==> config.mk <==
export PLATFORM = sky130hd
export DESIGN_NAME = rf_sb_flat
export DESIGN_NICKNAME = d
export VERILOG_FILES = /design/src/rtl/rf_sb_if.sv /design/src/rtl/rf_sb.sv /design/src/flat_wrapper.sv
export SDC_FILE = /design/constraint.sdc
export NUM_CORES = 2
export LEC_CHECK = 0
export BUFFER_PORTS_ARGS = -buffer_cell sky130_fd_sc_hd__clkbuf_2
export CAP_MARGIN = 15
export CORE_ASPECT_RATIO = 2
export CORE_MARGIN = 4
export CORE_UTILIZATION = 30
export DETAILED_ROUTE_END_ITERATION = 10
export GPL_TIMING_DRIVEN = 0
export PLACE_DENSITY = 0.53
export SETUP_SLACK_MARGIN = 0.05
export SLEW_MARGIN = 0
export SYNTH_ARGS = -nofsm -noshare
export SYNTH_HDL_FRONTEND = slang
export SYNTH_SLANG_ARGS = --single-unit
==> constraint.sdc <==
create_clock -name clk -period 8.9 [get_ports clk]
set_input_delay 2.67 -clock clk [delete_from_list [all_inputs] [get_ports clk]]
set_output_delay 2.67 -clock clk [all_outputs]
set_load 0.005 [all_outputs]
==> src/rtl/rf_sb_if.sv <==
// rf_sb_if: bundles the write, reservation, flush and read signals of rf_sb.
interface rf_sb_if #(
    parameter int DATA_WIDTH    = 32,
    parameter int NUM_REGISTERS = 32,
    parameter int NUM_WR_PORTS  = 2
);
    localparam int AW = $clog2(NUM_REGISTERS);

    logic [NUM_WR_PORTS-1:0]            wr_en_in;
    logic [NUM_WR_PORTS*AW-1:0]         wr_addr_in;
    logic [NUM_WR_PORTS*DATA_WIDTH-1:0] wr_data_in;
    logic                               rsv_en_in;
    logic [AW-1:0]                      rsv_addr_in;
    logic                               flush_in;
    logic [AW-1:0]                      rs1_in;
    logic [AW-1:0]                      rs2_in;
    logic [DATA_WIDTH-1:0]              rs1_data_out;
    logic [DATA_WIDTH-1:0]              rs2_data_out;
    logic                               rs1_busy_out;
    logic                               rs2_busy_out;
    logic [AW:0]                        busy_cnt_out;

    // Pipeline side: drives writes, reservations, flush and read addresses.
    modport master (
        output wr_en_in, wr_addr_in, wr_data_in, rsv_en_in, rsv_addr_in, flush_in,
        output rs1_in, rs2_in,
        input  rs1_data_out, rs2_data_out, rs1_busy_out, rs2_busy_out, busy_cnt_out
    );

    // Register file side.
    modport slave (
        input  wr_en_in, wr_addr_in, wr_data_in, rsv_en_in, rsv_addr_in, flush_in,
        input  rs1_in, rs2_in,
        output rs1_data_out, rs2_data_out, rs1_busy_out, rs2_busy_out, busy_cnt_out
    );
endinterface

==> src/rtl/rf_sb.sv <==
// rf_sb: multi-write-port integer register file with a pending-write (busy) scoreboard.
// Two combinational read ports, NUM_WR_PORTS writeback ports, one reservation port.
module rf_sb #(
    parameter int DATA_WIDTH    = 32,
    parameter int NUM_REGISTERS = 32,
    parameter int NUM_WR_PORTS  = 2,
    parameter int ZERO_REG      = 1,
    parameter int BYPASS        = 1
) (
    input logic    clk,
    input logic    arst_n,
    rf_sb_if.slave bus
);
    localparam int AW = $clog2(NUM_REGISTERS);

    logic [DATA_WIDTH-1:0]    regs_q [NUM_REGISTERS];
    logic [DATA_WIDTH-1:0]    regs_d [NUM_REGISTERS];
    logic [NUM_REGISTERS-1:0] busy_q;
    logic [NUM_REGISTERS-1:0] busy_d;

    logic [NUM_WR_PORTS-1:0]  we;
    logic [AW-1:0]            wa [NUM_WR_PORTS];
    logic [DATA_WIDTH-1:0]    wd [NUM_WR_PORTS];
    logic                     rsv_ok;

    logic [AW-1:0]            rd_addr [2];
    logic [DATA_WIDTH-1:0]    rd_data [2];
    logic                     rd_busy [2];
    logic [AW:0]              cnt;

    // Unpack write ports; writes to a hardwired-zero register are dropped here.
    always_comb begin
        for (int p = 0; p < NUM_WR_PORTS; p++) begin
            wa[p] = bus.wr_addr_in[p*AW +: AW];
            wd[p] = bus.wr_data_in[p*DATA_WIDTH +: DATA_WIDTH];
            we[p] = bus.wr_en_in[p] && !((ZERO_REG != 0) && (wa[p] == '0));
        end
        rsv_ok = bus.rsv_en_in && !((ZERO_REG != 0) && (bus.rsv_addr_in == '0));
    end

    // Next register data: later ports overwrite earlier ones, so the highest index wins.
    always_comb begin
        for (int i = 0; i < NUM_REGISTERS; i++) begin
            regs_d[i] = regs_q[i];
        end
        for (int p = 0; p < NUM_WR_PORTS; p++) begin
            if (we[p]) begin
                regs_d[wa[p]] = wd[p];
            end
        end
    end

    // Next busy vector: writes clear, reservation overrides writes, flush overrides all.
    always_comb begin
        busy_d = busy_q;
        for (int p = 0; p < NUM_WR_PORTS; p++) begin
            if (we[p]) begin
                busy_d[wa[p]] = 1'b0;
            end
        end
        if (rsv_ok) begin
            busy_d[bus.rsv_addr_in] = 1'b1;
        end
        if (bus.flush_in) begin
            busy_d = '0;
        end
    end

    // Register and scoreboard state, cleared asynchronously.
    always_ff @(posedge clk or negedge arst_n) begin
        if (!arst_n) begin
            for (int i = 0; i < NUM_REGISTERS; i++) begin
                regs_q[i] <= '0;
            end
            busy_q <= '0;
        end else begin
            for (int i = 0; i < NUM_REGISTERS; i++) begin
                regs_q[i] <= regs_d[i];
            end
            busy_q <= busy_d;
        end
    end

    // Read ports: stored value, optionally overridden by same-cycle write data.
    always_comb begin
        rd_addr[0] = bus.rs1_in;
        rd_addr[1] = bus.rs2_in;
        for (int r = 0; r < 2; r++) begin
            rd_data[r] = regs_q[rd_addr[r]];
            rd_busy[r] = busy_q[rd_addr[r]];
            if (BYPASS != 0) begin
                for (int p = 0; p < NUM_WR_PORTS; p++) begin
                    if (we[p] && (wa[p] == rd_addr[r])) begin
                        rd_data[r] = wd[p];
                        rd_busy[r] = 1'b0;
                    end
                end
            end
            if ((ZERO_REG != 0) && (rd_addr[r] == '0)) begin
                rd_data[r] = '0;
                rd_busy[r] = 1'b0;
            end
        end
    end

    // Population count of the registered busy vector.
    always_comb begin
        cnt = '0;
        for (int i = 0; i < NUM_REGISTERS; i++) begin
            cnt = cnt + (AW+1)'(busy_q[i]);
        end
    end

    // Drive interface outputs.
    always_comb begin
        bus.rs1_data_out = rd_data[0];
        bus.rs2_data_out = rd_data[1];
        bus.rs1_busy_out = rd_busy[0];
        bus.rs2_busy_out = rd_busy[1];
        bus.busy_cnt_out = cnt;
    end
endmodule

==> src/flat_wrapper.sv <==
// flat-port wrapper written by rule: the top's interface ports become plain ports
module rf_sb_flat 
#(
    parameter int DATA_WIDTH    = 32,
    parameter int NUM_REGISTERS = 32,
    parameter int NUM_WR_PORTS  = 2,
    parameter int ZERO_REG      = 1,
    parameter int BYPASS        = 1
)
  (clk, arst_n, bus_wr_en_in, bus_wr_addr_in, bus_wr_data_in, bus_rsv_en_in, bus_rsv_addr_in, bus_flush_in, bus_rs1_in, bus_rs2_in, bus_rs1_data_out, bus_rs2_data_out, bus_rs1_busy_out, bus_rs2_busy_out, bus_busy_cnt_out);
  rf_sb_if #(.DATA_WIDTH(DATA_WIDTH), .NUM_REGISTERS(NUM_REGISTERS), .NUM_WR_PORTS(NUM_WR_PORTS)) bus_i ();
  input logic clk;
  input logic arst_n;
  input wire logic [$bits(bus_i.wr_en_in)-1:0] bus_wr_en_in;
  input wire logic [$bits(bus_i.wr_addr_in)-1:0] bus_wr_addr_in;
  input wire logic [$bits(bus_i.wr_data_in)-1:0] bus_wr_data_in;
  input wire logic [$bits(bus_i.rsv_en_in)-1:0] bus_rsv_en_in;
  input wire logic [$bits(bus_i.rsv_addr_in)-1:0] bus_rsv_addr_in;
  input wire logic [$bits(bus_i.flush_in)-1:0] bus_flush_in;
  input wire logic [$bits(bus_i.rs1_in)-1:0] bus_rs1_in;
  input wire logic [$bits(bus_i.rs2_in)-1:0] bus_rs2_in;
  output wire logic [$bits(bus_i.rs1_data_out)-1:0] bus_rs1_data_out;
  output wire logic [$bits(bus_i.rs2_data_out)-1:0] bus_rs2_data_out;
  output wire logic [$bits(bus_i.rs1_busy_out)-1:0] bus_rs1_busy_out;
  output wire logic [$bits(bus_i.rs2_busy_out)-1:0] bus_rs2_busy_out;
  output wire logic [$bits(bus_i.busy_cnt_out)-1:0] bus_busy_cnt_out;
  assign bus_i.wr_en_in = bus_wr_en_in;
  assign bus_i.wr_addr_in = bus_wr_addr_in;
  assign bus_i.wr_data_in = bus_wr_data_in;
  assign bus_i.rsv_en_in = bus_rsv_en_in;
  assign bus_i.rsv_addr_in = bus_rsv_addr_in;
  assign bus_i.flush_in = bus_flush_in;
  assign bus_i.rs1_in = bus_rs1_in;
  assign bus_i.rs2_in = bus_rs2_in;
  assign bus_rs1_data_out = bus_i.rs1_data_out;
  assign bus_rs2_data_out = bus_i.rs2_data_out;
  assign bus_rs1_busy_out = bus_i.rs1_busy_out;
  assign bus_rs2_busy_out = bus_i.rs2_busy_out;
  assign bus_busy_cnt_out = bus_i.busy_cnt_out;
  rf_sb #(.DATA_WIDTH(DATA_WIDTH), .NUM_REGISTERS(NUM_REGISTERS), .NUM_WR_PORTS(NUM_WR_PORTS), .ZERO_REG(ZERO_REG), .BYPASS(BYPASS)) u_core (.clk(clk), .arst_n(arst_n), .bus(bus_i));
endmodule
==> flow_summary.ini <==
[power]
power.total_mw = 16.9
power_density_nw_per_um2 = 216
cellLeakagePower_nw = 32.3
irDropWorstVdd_uv = 152

[die]
start_util = 0.301
dieHeight_um = 679
coreArea_sq_um = 224000
io_pins = 167
fp.dieW_um = 344
rows = 246
dieArea_sq_um = 233000

[clock_network]
clock_latency_ns = 0.80
cts_root_buf = clkbuf_16
clk_pin_slew_ns = 0.07
h-tree-depth = 3
numCtsBuffers = 109
clockBufferDepth = 3
cts_tree = done
numClockSinks = 1056

[worst_hold_path]
hp-class = reg2reg

[timing]
setup_tns_ns = -0.987
setup_violations = 18
layout_min_cycle_time_ns = 9.05
maxSlewHeadroom = 0.0617
holdWs_ns = 0.486
worstMarginPinSlew_ns = 1.41
timing.fmax_ghz = 0.110
rsz0062_at_grt = false
slew_viol_final = 0
hold_viol = 0
fin_crit_sh = 1.02
fin_ws_ns = -0.150
fin_skew_ns = 0

[cells_and_area]
fin_nets = 7428
nFillCells = 22900
drive_above_1_share = 0.161
regArea_sq_um = 26400
syn_to_final_growth_pct = 15.7
final_cells = 10400
multi_input_area_sq_um = 37300

[global_routing]
grt_pass1_wl_um = 629000
grtUsageTotal = 0.406
grt_pass1_vias = 67400
grt_max_degree = 103
antenna_found_initial = 66
grt-ovfl-total = 0

[routing]
wl_um = 485000
drt_iter0_drc = 8410
ant_nets = 0
via_per_inst = 6.46
num_vias = 67200
drc = 0
wl_per_cell_um = 46.6
drt_first_pass_iters = 8

[worst_setup_path]
crit_path_cell_trace = buf_4 > buf_2 > and3b_1 > clkbuf_1 > a221oi_1 > nand3_1 > a31oi_1 > o21ai_1 > clkbuf_2
critPathCaptureType = output pin
worst_setup_path_start_kind = input port
criticalPathCategory = in2out
cp.arrival_ns = 6.38
critPathRequiredTime_ns = 6.23
crit_slowest_cell = clkbuf_1
slowest_delay_ns = 0.88
path_max_fanout = 10

[place]
dp_slack_ns = -0.683
hpwl_um = 371000
place.gp.congestion = 1.05
port_buffers = 121
dp_cells = 10200

[run_status]
status = finished with violations
failed_checks = setup timing

[synth]
synth_seq_cells = 1056
synth-simple-area-share = 0.101
muxShareOfSynthArea = 0.281
ys_seq_area_frac = 0.391
ys.flop_type = dfrtp_1
syn_inst = 6953
synth_top_family_by_area = multiplexers
synth_cell_types = 61
synth_compound_area_frac = 0.156
syn_nets = 7080
yosysWarnings = 0
synthAdderAreaFrac = 0.00859
synthArstFlopShare = 1.00
synth_area_per_cell_sq_um = 9.72
syn_area_sq_um = 67600
synth-edff-count = 0
synth_xor_area_frac = 0.00298

[run]
drv.max_cap_violation_count = 0
[through the flow]
| step | util | cell area [sq um] |
|---|---|---|
| final | 0.348 | 78200 |
| after global routing | 0.348 | 78100 |
| after CTS | 0.347 | 78000 |
| after detailed placement | 0.330 | 74000 |
| after global placement | 0.321 | 71900 |
| after floorplan | - | 67600 |
[where the power goes]
group          switching, mW  internal (mW)  total, mW
logic                   2.48           2.08       4.56
registers               1.10           6.00       7.10
clock network           2.39           2.88       5.27
[cells in the mapped netlist, drive strengths merged, types with 61 or more instances]
master  count  area (sq um)
a211oi     63           473
clkbuf    592          2220
mux4      410          9260
nor2      822          3090
a22o       61           534
a21oi     989          4950
mux2i     900          9010
mux2       66           743
nand2     558          2090
inv        74           278
nor3       99           500
dfrtp    1056         26400
buf       269          1420
o21ai     452          2260
[routing by layer]
metal | GRT usage | vias to the layer above | share of wire | wire, um
li1 | - | 25800 | - | -
met5 | 0 | - | 0.00035 | 170
met4 | 0.456 | 22 | 0.14 | 68900
met2 | 0.650 | 5275 | 0.46 | 223000
met3 | 0.111 | 2455 | 0.085 | 41000
met1 | 0.399 | 33600 | 0.31 | 151000
[flip-flops by register name, summed over array words and instances, names as in the netlist]
name / cells
u_core.busy_q: 32
u_core.regs_q: 1024
[final timing paths]
| path | start | endpoint | slack (ns) | cells past startpoint |
|---|---|---|---|---|
| setup / recovery | bus_rs2_in[1] | bus_rs2_data_out[3] | -0.15 | 9 |
| hold / removal | u_core.regs_q[1005]$_DFF_PN0_ | u_core.regs_q[1005]$_DFF_PN0_ | 0.49 | 1 |
| setup reg to reg | u_core.busy_q[9]$_DFF_PN0_ | u_core.busy_q[9]$_DFF_PN0_ | 7.72 | 4 |
| hold reg to reg | u_core.regs_q[1005]$_DFF_PN0_ | u_core.regs_q[1005]$_DFF_PN0_ | 0.49 | 1 |
| max in group asynchronous | arst_n | u_core.regs_q[422]$_DFF_PN0_ | 4.29 | 6 |
| min in group asynchronous | arst_n | u_core.regs_q[409]$_DFF_PN0_ | 1.81 | 1 |
[critical path, delay by kind of cell]
kind                   cells  cell delay, ns
AND/OR/NAND/NOR            2            0.50
buffers and inverters      4            2.15
AO/OA/AOI/OAI              3            1.04
[cells by family (layout without fill, tap and decap cells)]
group	Yosys count	after routing
compound gates	1856	1856
xor+xnor	23	23
fa+ha+maj	32	32
buf+inv	947	1382
flops	1056	1056
mux	1376	1376
other cells	0	46
simple gates	1663	1663
[cell usage in the layout, fill, tap and decap left out, types with 37 or more instances in the layout]
master     instances
a22o_1            61
clkbuf_16        110
buf_2            153
nor3_1            95
nor2_1           804
clkbuf_2         175
buf_1             56
buf_4             41
nand3_1           44
inv_1             74
a211oi_1          63
a31oi_1           53
nand2_1          558
buf_8             79
dfrtp_1         1056
o221ai_1          60
o21ai_1           74
mux4_2           404
clkbuf_1         556
and2_1            37
diode_2           46
o21ai_0          374
mux2i_1          900
mux2_2            65
a21oi_1          989
[area by class of cell]
type / count / area share
Multi-Input combinational cell: 4950 / 0.477
Sequential cell: 1056 / 0.338
Buffer: 859 / 0.0486
Tap cell: 2976 / 0.0476
Clock buffer: 157 / 0.0407
Timing Repair Buffer: 239 / 0.0351
Clock inverter: 41 / 0.00770
Inverter: 86 / 0.00413
Antenna cell: 46 / 0.00147
[timing repair]
action | CTS | global route
pin swaps | 1 | 0
endpoints found under the setup margin | 60 | 24
buffers inserted | 3 | 0
hold buffers | 0 | 0
resized for setup | 42 | 22
No activity file was read; power rests on OpenSTA's default activity.
